`src/rtl/pipe_pkg.sv`:
```
// Shared constants and state encoding for the pipeline stage register.
// The state encoding equals the number of held entries, so occupancy
// can be read straight from the state register.
package pipe_pkg;

    localparam int OCC_W = 2;

    typedef enum logic [OCC_W-1:0] {
        ST_EMPTY = 2'd0,
        ST_ONE   = 2'd1,
        ST_FULL  = 2'd2
    } state_t;

    // Number of held entries represented by a control state.
    function automatic logic [OCC_W-1:0] state_occ(input state_t s);
        case (s)
            ST_EMPTY: return 2'd0;
            ST_ONE:   return 2'd1;
            ST_FULL:  return 2'd2;
            default:  return 2'd0;
        endcase
    endfunction

endpackage

```
`src/rtl/pipe_stage_skid_if.sv`:
```
// Valid/ready/data stream bundle used on both sides of a pipeline stage.
// The producer uses the master modport, the consumer the slave modport.
interface pipe_stage_skid_if #(
    parameter int DATA_W = 64
) ();

    logic              valid;
    logic              ready;
    logic [DATA_W-1:0] data;

    modport master (
        output valid,
        output data,
        input  ready
    );

    modport slave (
        input  valid,
        input  data,
        output ready
    );

endinterface

```
`src/rtl/pipe_entry.sv`:
```
// One payload register of a pipeline stage: async reset, synchronous
// clear (used for flush) with priority over load.
module pipe_entry #(
    parameter int DATA_W = 64
) (
    input  logic              clk,
    input  logic              rst,
    input  logic              load,
    input  logic              clear,
    input  logic [DATA_W-1:0] d,
    output logic [DATA_W-1:0] q
);

    logic [DATA_W-1:0] data_r;

    // Payload storage: clear wins over load so a flushed entry never keeps stale data.
    always_ff @(posedge clk or posedge rst) begin
        if (rst) begin
            data_r <= {DATA_W{1'b0}};
        end else if (clear) begin
            data_r <= {DATA_W{1'b0}};
        end else if (load) begin
            data_r <= d;
        end else begin
            data_r <= data_r;
        end
    end

    assign q = data_r;

endmodule

```
`src/rtl/pipe_stage_skid.sv`:
```
// Inter-stage pipeline register with valid/ready handshake and flush.
// SKID=0: one entry, in_ready is combinational (out_ready | ~out_valid).
// SKID=1: main + skid entry, in_ready comes from a flop so stall paths
// do not chain across stages. out_data is always the main entry register.
module pipe_stage_skid
    import pipe_pkg::*;
#(
    parameter int DATA_W = 64,
    parameter int SKID   = 1
) (
    input  logic                 clk,
    input  logic                 rst,
    input  logic                 flush,
    pipe_stage_skid_if.slave     up,
    pipe_stage_skid_if.master    dn,
    output logic [OCC_W-1:0]     occupancy,
    output logic [OCC_W-1:0]     flush_drop
);

    logic              in_xfer_s;
    logic              out_xfer_s;
    logic              in_ready_s;
    logic              out_valid_s;
    logic              main_load_s;
    logic [DATA_W-1:0] main_d_s;
    logic [DATA_W-1:0] main_q_s;
    logic [OCC_W-1:0]  occ_s;
    logic [OCC_W-1:0]  drop_r;

    assign in_xfer_s  = up.valid & in_ready_s;
    assign out_xfer_s = out_valid_s & dn.ready;

    assign up.ready   = in_ready_s;
    assign dn.valid   = out_valid_s;
    assign dn.data    = main_q_s;
    assign occupancy  = occ_s;
    assign flush_drop = drop_r;

    pipe_entry #(.DATA_W(DATA_W)) u_main (
        .clk   (clk),
        .rst   (rst),
        .load  (main_load_s),
        .clear (flush),
        .d     (main_d_s),
        .q     (main_q_s)
    );

    // Count of entries killed by a flush; an entry leaving in the flush cycle was delivered, not killed.
    always_ff @(posedge clk or posedge rst) begin
        if (rst) begin
            drop_r <= {OCC_W{1'b0}};
        end else if (flush) begin
            drop_r <= occ_s - OCC_W'(out_xfer_s);
        end else begin
            drop_r <= {OCC_W{1'b0}};
        end
    end

    generate
        if (SKID != 0) begin : g_skid
            state_t            state_r;
            state_t            state_nxt_s;
            logic              ready_r;
            logic              skid_load_s;
            logic              sel_skid_s;
            logic [DATA_W-1:0] skid_q_s;

            pipe_entry #(.DATA_W(DATA_W)) u_skid (
                .clk   (clk),
                .rst   (rst),
                .load  (skid_load_s),
                .clear (flush),
                .d     (up.data),
                .q     (skid_q_s)
            );

            // State register plus registered in_ready, precomputed from the next state.
            always_ff @(posedge clk or posedge rst) begin
                if (rst) begin
                    state_r <= ST_EMPTY;
                    ready_r <= 1'b1;
                end else begin
                    state_r <= state_nxt_s;
                    ready_r <= (state_nxt_s != ST_FULL);
                end
            end

            // Next state and entry load controls; flush overrides every transition.
            always_comb begin
                state_nxt_s = state_r;
                main_load_s = 1'b0;
                skid_load_s = 1'b0;
                sel_skid_s  = 1'b0;
                if (flush) begin
                    state_nxt_s = ST_EMPTY;
                end else begin
                    case (state_r)
                        ST_EMPTY: begin
                            if (in_xfer_s) begin
                                state_nxt_s = ST_ONE;
                                main_load_s = 1'b1;
                            end else begin
                                state_nxt_s = ST_EMPTY;
                            end
                        end
                        ST_ONE: begin
                            if (in_xfer_s && out_xfer_s) begin
                                state_nxt_s = ST_ONE;
                                main_load_s = 1'b1;
                            end else if (in_xfer_s) begin
                                state_nxt_s = ST_FULL;
                                skid_load_s = 1'b1;
                            end else if (out_xfer_s) begin
                                state_nxt_s = ST_EMPTY;
                            end else begin
                                state_nxt_s = ST_ONE;
                            end
                        end
                        ST_FULL: begin
                            if (out_xfer_s) begin
                                state_nxt_s = ST_ONE;
                                main_load_s = 1'b1;
                                sel_skid_s  = 1'b1;
                            end else begin
                                state_nxt_s = ST_FULL;
                            end
                        end
                        default: begin
                            state_nxt_s = ST_EMPTY;
                        end
                    endcase
                end
            end

            assign in_ready_s  = ready_r;
            assign out_valid_s = (state_r != ST_EMPTY);
            assign occ_s       = state_occ(state_r);
            assign main_d_s    = sel_skid_s ? skid_q_s : up.data;
        end else begin : g_single
            logic valid_r;

            // Main entry valid flag; a simultaneous pop and push keeps it set (no bubble).
            always_ff @(posedge clk or posedge rst) begin
                if (rst) begin
                    valid_r <= 1'b0;
                end else if (flush) begin
                    valid_r <= 1'b0;
                end else if (in_xfer_s) begin
                    valid_r <= 1'b1;
                end else if (out_xfer_s) begin
                    valid_r <= 1'b0;
                end else begin
                    valid_r <= valid_r;
                end
            end

            assign in_ready_s  = dn.ready | ~valid_r;
            assign out_valid_s = valid_r;
            assign occ_s       = {1'b0, valid_r};
            assign main_d_s    = up.data;
            assign main_load_s = in_xfer_s & ~flush;
        end
    endgenerate

endmodule
```
`src/flat_wrapper.sv`:
```
// flat-port wrapper written by rule: the top's interface ports become plain ports
module pipe_stage_skid_flat import pipe_pkg::*;
#(
    parameter int DATA_W = 64,
    parameter int SKID   = 1
)
  (clk, rst, flush, occupancy, flush_drop, up_valid, up_data, up_ready, dn_valid, dn_data, dn_ready);
  pipe_stage_skid_if #(.DATA_W(DATA_W)) up_i ();
  pipe_stage_skid_if #(.DATA_W(DATA_W)) dn_i ();
  input  logic clk;
  input  logic rst;
  input  logic flush;
  output logic [OCC_W-1:0] occupancy;
  output logic [OCC_W-1:0] flush_drop;
  input wire logic [$bits(up_i.valid)-1:0] up_valid;
  input wire logic [$bits(up_i.data)-1:0] up_data;
  output wire logic [$bits(up_i.ready)-1:0] up_ready;
  output wire logic [$bits(dn_i.valid)-1:0] dn_valid;
  output wire logic [$bits(dn_i.data)-1:0] dn_data;
  input wire logic [$bits(dn_i.ready)-1:0] dn_ready;
  assign up_i.valid = up_valid;
  assign up_i.data = up_data;
  assign up_ready = up_i.ready;
  assign dn_valid = dn_i.valid;
  assign dn_data = dn_i.data;
  assign dn_i.ready = dn_ready;
  pipe_stage_skid #(.DATA_W(DATA_W), .SKID(SKID)) u_core (.clk(clk), .rst(rst), .flush(flush), .up(up_i), .dn(dn_i), .occupancy(occupancy), .flush_drop(flush_drop));
endmodule
```
`config.mk`:
```
export PLATFORM = sky130hd
export DESIGN_NAME = pipe_stage_skid_flat
export DESIGN_NICKNAME = d
export VERILOG_FILES = /design/src/rtl/pipe_pkg.sv /design/src/rtl/pipe_stage_skid_if.sv /design/src/rtl/pipe_entry.sv /design/src/rtl/pipe_stage_skid.sv /design/src/flat_wrapper.sv
export SDC_FILE = /design/constraint.sdc
export NUM_CORES = 1
export LEC_CHECK = 0
export CAP_MARGIN = 25
export CORE_MARGIN = 3
export CORE_UTILIZATION = 45
export DETAILED_ROUTE_END_ITERATION = 12
export GPL_TIMING_DRIVEN = 1
export HOLD_SLACK_MARGIN = 0.15
export PLACE_DENSITY_LB_ADDON = 0.25
export REMOVE_ABC_BUFFERS = 1
export SETUP_SLACK_MARGIN = 0.4
export SLEW_MARGIN = 25
export SYNTH_ARGS = -nofsm -noshare
export SYNTH_HDL_FRONTEND = slang
export SYNTH_SLANG_ARGS = --single-unit
export TNS_END_PERCENT = 100
```
`constraint.sdc`:
```
create_clock -name clk -period 9.2 [get_ports clk]
set_input_delay 1.84 -clock clk [delete_from_list [all_inputs] [get_ports clk]]
set_output_delay 1.84 -clock clk [all_outputs]
set_load 0.005 [all_outputs]
```
==> reports/results.ini <==
[cts]
clk_pin_slew_ns = 0.06
cts_made_buffers = 17
worstSkewPairLatency_ns = 0.41
cts_tree = built
cts-htree-levels = 4
ctsResizeCount = 0
ctsHoldBuffers = 0
cts_sinks = 133
cts_root_buf = clkbuf_16
clock_path_buffers = 2
post_cts_buffers = 0

[sta]
worst_pin_slew_ns = 0.805
hold_violations = 0
min_period_ns = 3.82
setup_tns_ns = 0
relSlewSlack_pct = 46.3
period_share_pct = 41.5
fin_skew_ns = 0.0164
fmax_mhz = 262
rsz0062_at_grt = false
finalSetupViolations = 0
slew_violations = 0

[route]
routed_via_density = 5.65
num_vias = 3941
dr.pass1.iters = 4
drtAntennaViolNets = 0
drc = 0
wirelength_mm = 13.3
drtIter0Drc = 366
post_drt_wl_per_cell_um = 19.1

[grt]
grt_usage_pct = 20.2
antenna_found_initial = 0
grt_max_degree = 80
grt_pass1_vias = 4268
gr-total-overflow = 0
grt_pass1_wl_mm = 21.5

[power]
p_sw_uw = 346
power.density_nw_per_um2 = 198
p_seq_share_pct = 42.8
p_int_uw = 1160
vdd_drop_max_mv = 0.110
clockPowerShare_pct = 45.0
leakagePower_uw = 0.00317
netSwitchingFraction_pct = 23.1
p_comb_share_pct = 12.2

[yosys]
synth_common_cells = dfrtp_1 (132), a22o_1 (64), mux2i_1 (64), o2bb2ai_1 (64), buf_2 (20)
synth_fa_ha_area_share_pct = 0.450
synth-main-ff-cell = dfrtp_1
ys_seq_elements = 133
syn_avg_cell_area_um2 = 14.1
netlist_instances = 393
ys_types = 32
synth.most_common_cell = dfrtp_1
synth_top_family_by_area = compound AO/OA/AOI/OAI gates
synth_top_area_share_pct = 59.4
synthMuxAreaShare_pct = 11.5
synth-xor-area-share_pct = 0.158
yosys.area_share.simple_pct = 2.88
synth_area_um2 = 5560
synth-compound-area-share_pct = 20.9
ys_seq_area_share_pct = 59.9
yosysWarnings = 0
synthTopCellsByArea = dfrtp_1 (59%), mux2i_1 (12%), a22o_1 (10%)
synth_largest_area_cell = dfrtp_1
synth_edf_count = 0
synthArstFlopShare_pct = 100

[critical_path]
path_max_fanout = 34
critical_path_class = in -> reg
crit_arrival_ns = 4.09
cp.required_ns = 9.47
startpoint_type = input pin
critical_path.endpoint_type = register

[layout]
nets = 592
diodes = 0
syn_to_final_growth_pct = 36.8
drive_above_1_share_pct = 9.36
final_util_pct = 64.7

[floorplanning]
initial_core_util_pct = 47.3
rows = 39
die_h_um = 117
num_io_pins = 139
core_um2 = 11800
design.die.area_um2 = 13700
die_width_um = 117

[place]
hpwl_mm = 7.80
globalplace.congestion = 0.788
io_buffer_count = 138

[worst_hold_path]
hp-class = reg -> reg

[job]
cap_violations = 0

[run_status]
status = finished clean

[layer usage]
metal | vias up | GRT usage [%] | routed length (um)
met4 | 0 | 5.35 | 46
met3 | 5 | 5.35 | 778
met2 | 123 | 31.8 | 6420
li1 | 1768 | - | -
met5 | - | 0 | 0
met1 | 2045 | 28.1 | 6080
[power by group through the flow]
stage	sequential (uW)	clock, uW	combinational (uW)
2_1_floorplan	650	0	65.6
3_3_place_gp	651	0	182
3_5_place_dp	651	0	185
4_1_cts	642	690	186
5_1_grt	646	719	200
6_report	642	677	183
[state kept, by name (all words and copies together), names as in the netlist]
name / flops
u_core.up.ready: 1
u_core.g_skid.state_r: 2
u_core.g_skid.u_skid.q: 64
u_core.u_main.q: 64
u_core.flush_drop: 2
[kinds of logic (layout without fill, tap and decap cells)]
logic type | count (synthesis) | in the layout
AO/OA/AOI/OAI | 133 | 133
XOR/XNOR | 1 | 1
adder cells (fa/ha/maj) | 2 | 2
buffers and inverters | 40 | 181
flip-flops | 133 | 133
multiplexers | 64 | 64
AND/OR/NAND/NOR | 20 | 20
[area by class of cell]
type / instances / area, um^2
clock buffers: 20 / 447
clock inverters: 12 / 155
fillers: 884 / 4160
inverters: 4 / 17.5
multi-input cells: 220 / 2010
flip-flops and latches: 133 / 3330
well taps: 164 / 205
repair buffers: 145 / 1440
[cells in the final DEF, fill, tap and decap left out, types with 2 or more instances in the layout]
cell type | Yosys | routed
clkinv_4 | 0 | 2
and4bb_4 | 1 | 2
nor2_1 | 4 | 4
bufinv_16 | 0 | 3
dfrtp_1 | 132 | 132
buf_6 | 7 | 2
clkbuf_1 | 7 | 2
and2_1 | 2 | 2
mux2i_1 | 64 | 64
a22o_1 | 64 | 64
clkinvlp_4 | 0 | 5
ha_1 | 2 | 2
a21oi_1 | 2 | 2
and3b_2 | 2 | 2
clkdlybuf4s50_1 | 0 | 138
o2bb2ai_1 | 64 | 64
inv_1 | 4 | 3
clkbuf_16 | 0 | 17
buf_4 | 1 | 5
clkinv_2 | 0 | 2
[stage by stage]
stage	total power, uW	cells	setup WS [ns]	cell area, um^2	hold slack (ns)
2_1_floorplan	715	357	3.81	5340	0.473
3_3_place_gp	833	666	4.99	6990	0.470
3_5_place_dp	836	666	4.96	7000	0.473
4_1_cts	1520	698	5.38	7600	0.490
5_1_grt	1570	698	5.22	7600	0.494
6_report	1500	698	5.38	7600	0.485
[path summary, 6_finish.rpt]
check / start / endpoint / slack, ns / cells after the start
worst min register to register: u_core.u_main.q[19]$_DFFE_PP0P_ / u_core.u_main.q[19]$_DFFE_PP0P_ / 0.48 / 1
max in group asynchronous: rst / u_core.g_skid.u_skid.q[2]$_DFFE_PP0P_ / 6.17 / 3
min in group asynchronous: rst / u_core.u_main.q[18]$_DFFE_PP0P_ / 1.89 / 2
worst max-delay path: dn_ready / u_core.u_main.q[0]$_DFFE_PP0P_ / 5.38 / 7
worst max register to register: u_core.g_skid.state_r[0]$_DFF_PP0_ / u_core.u_main.q[0]$_DFFE_PP0P_ / 6.56 / 7
worst min-delay path: u_core.u_main.q[19]$_DFFE_PP0P_ / u_core.u_main.q[19]$_DFFE_PP0P_ / 0.48 / 1
[worst max-delay path: stages]
cell and delay, ns:
clkdlybuf4s50_1 0.51, and2_1 0.21, ha_1 0.21, nand2b_1 0.07
a221o_2 0.58, buf_4 0.49, o2bb2ai_1 0.15
No activity file was read; power rests on OpenSTA's default activity.
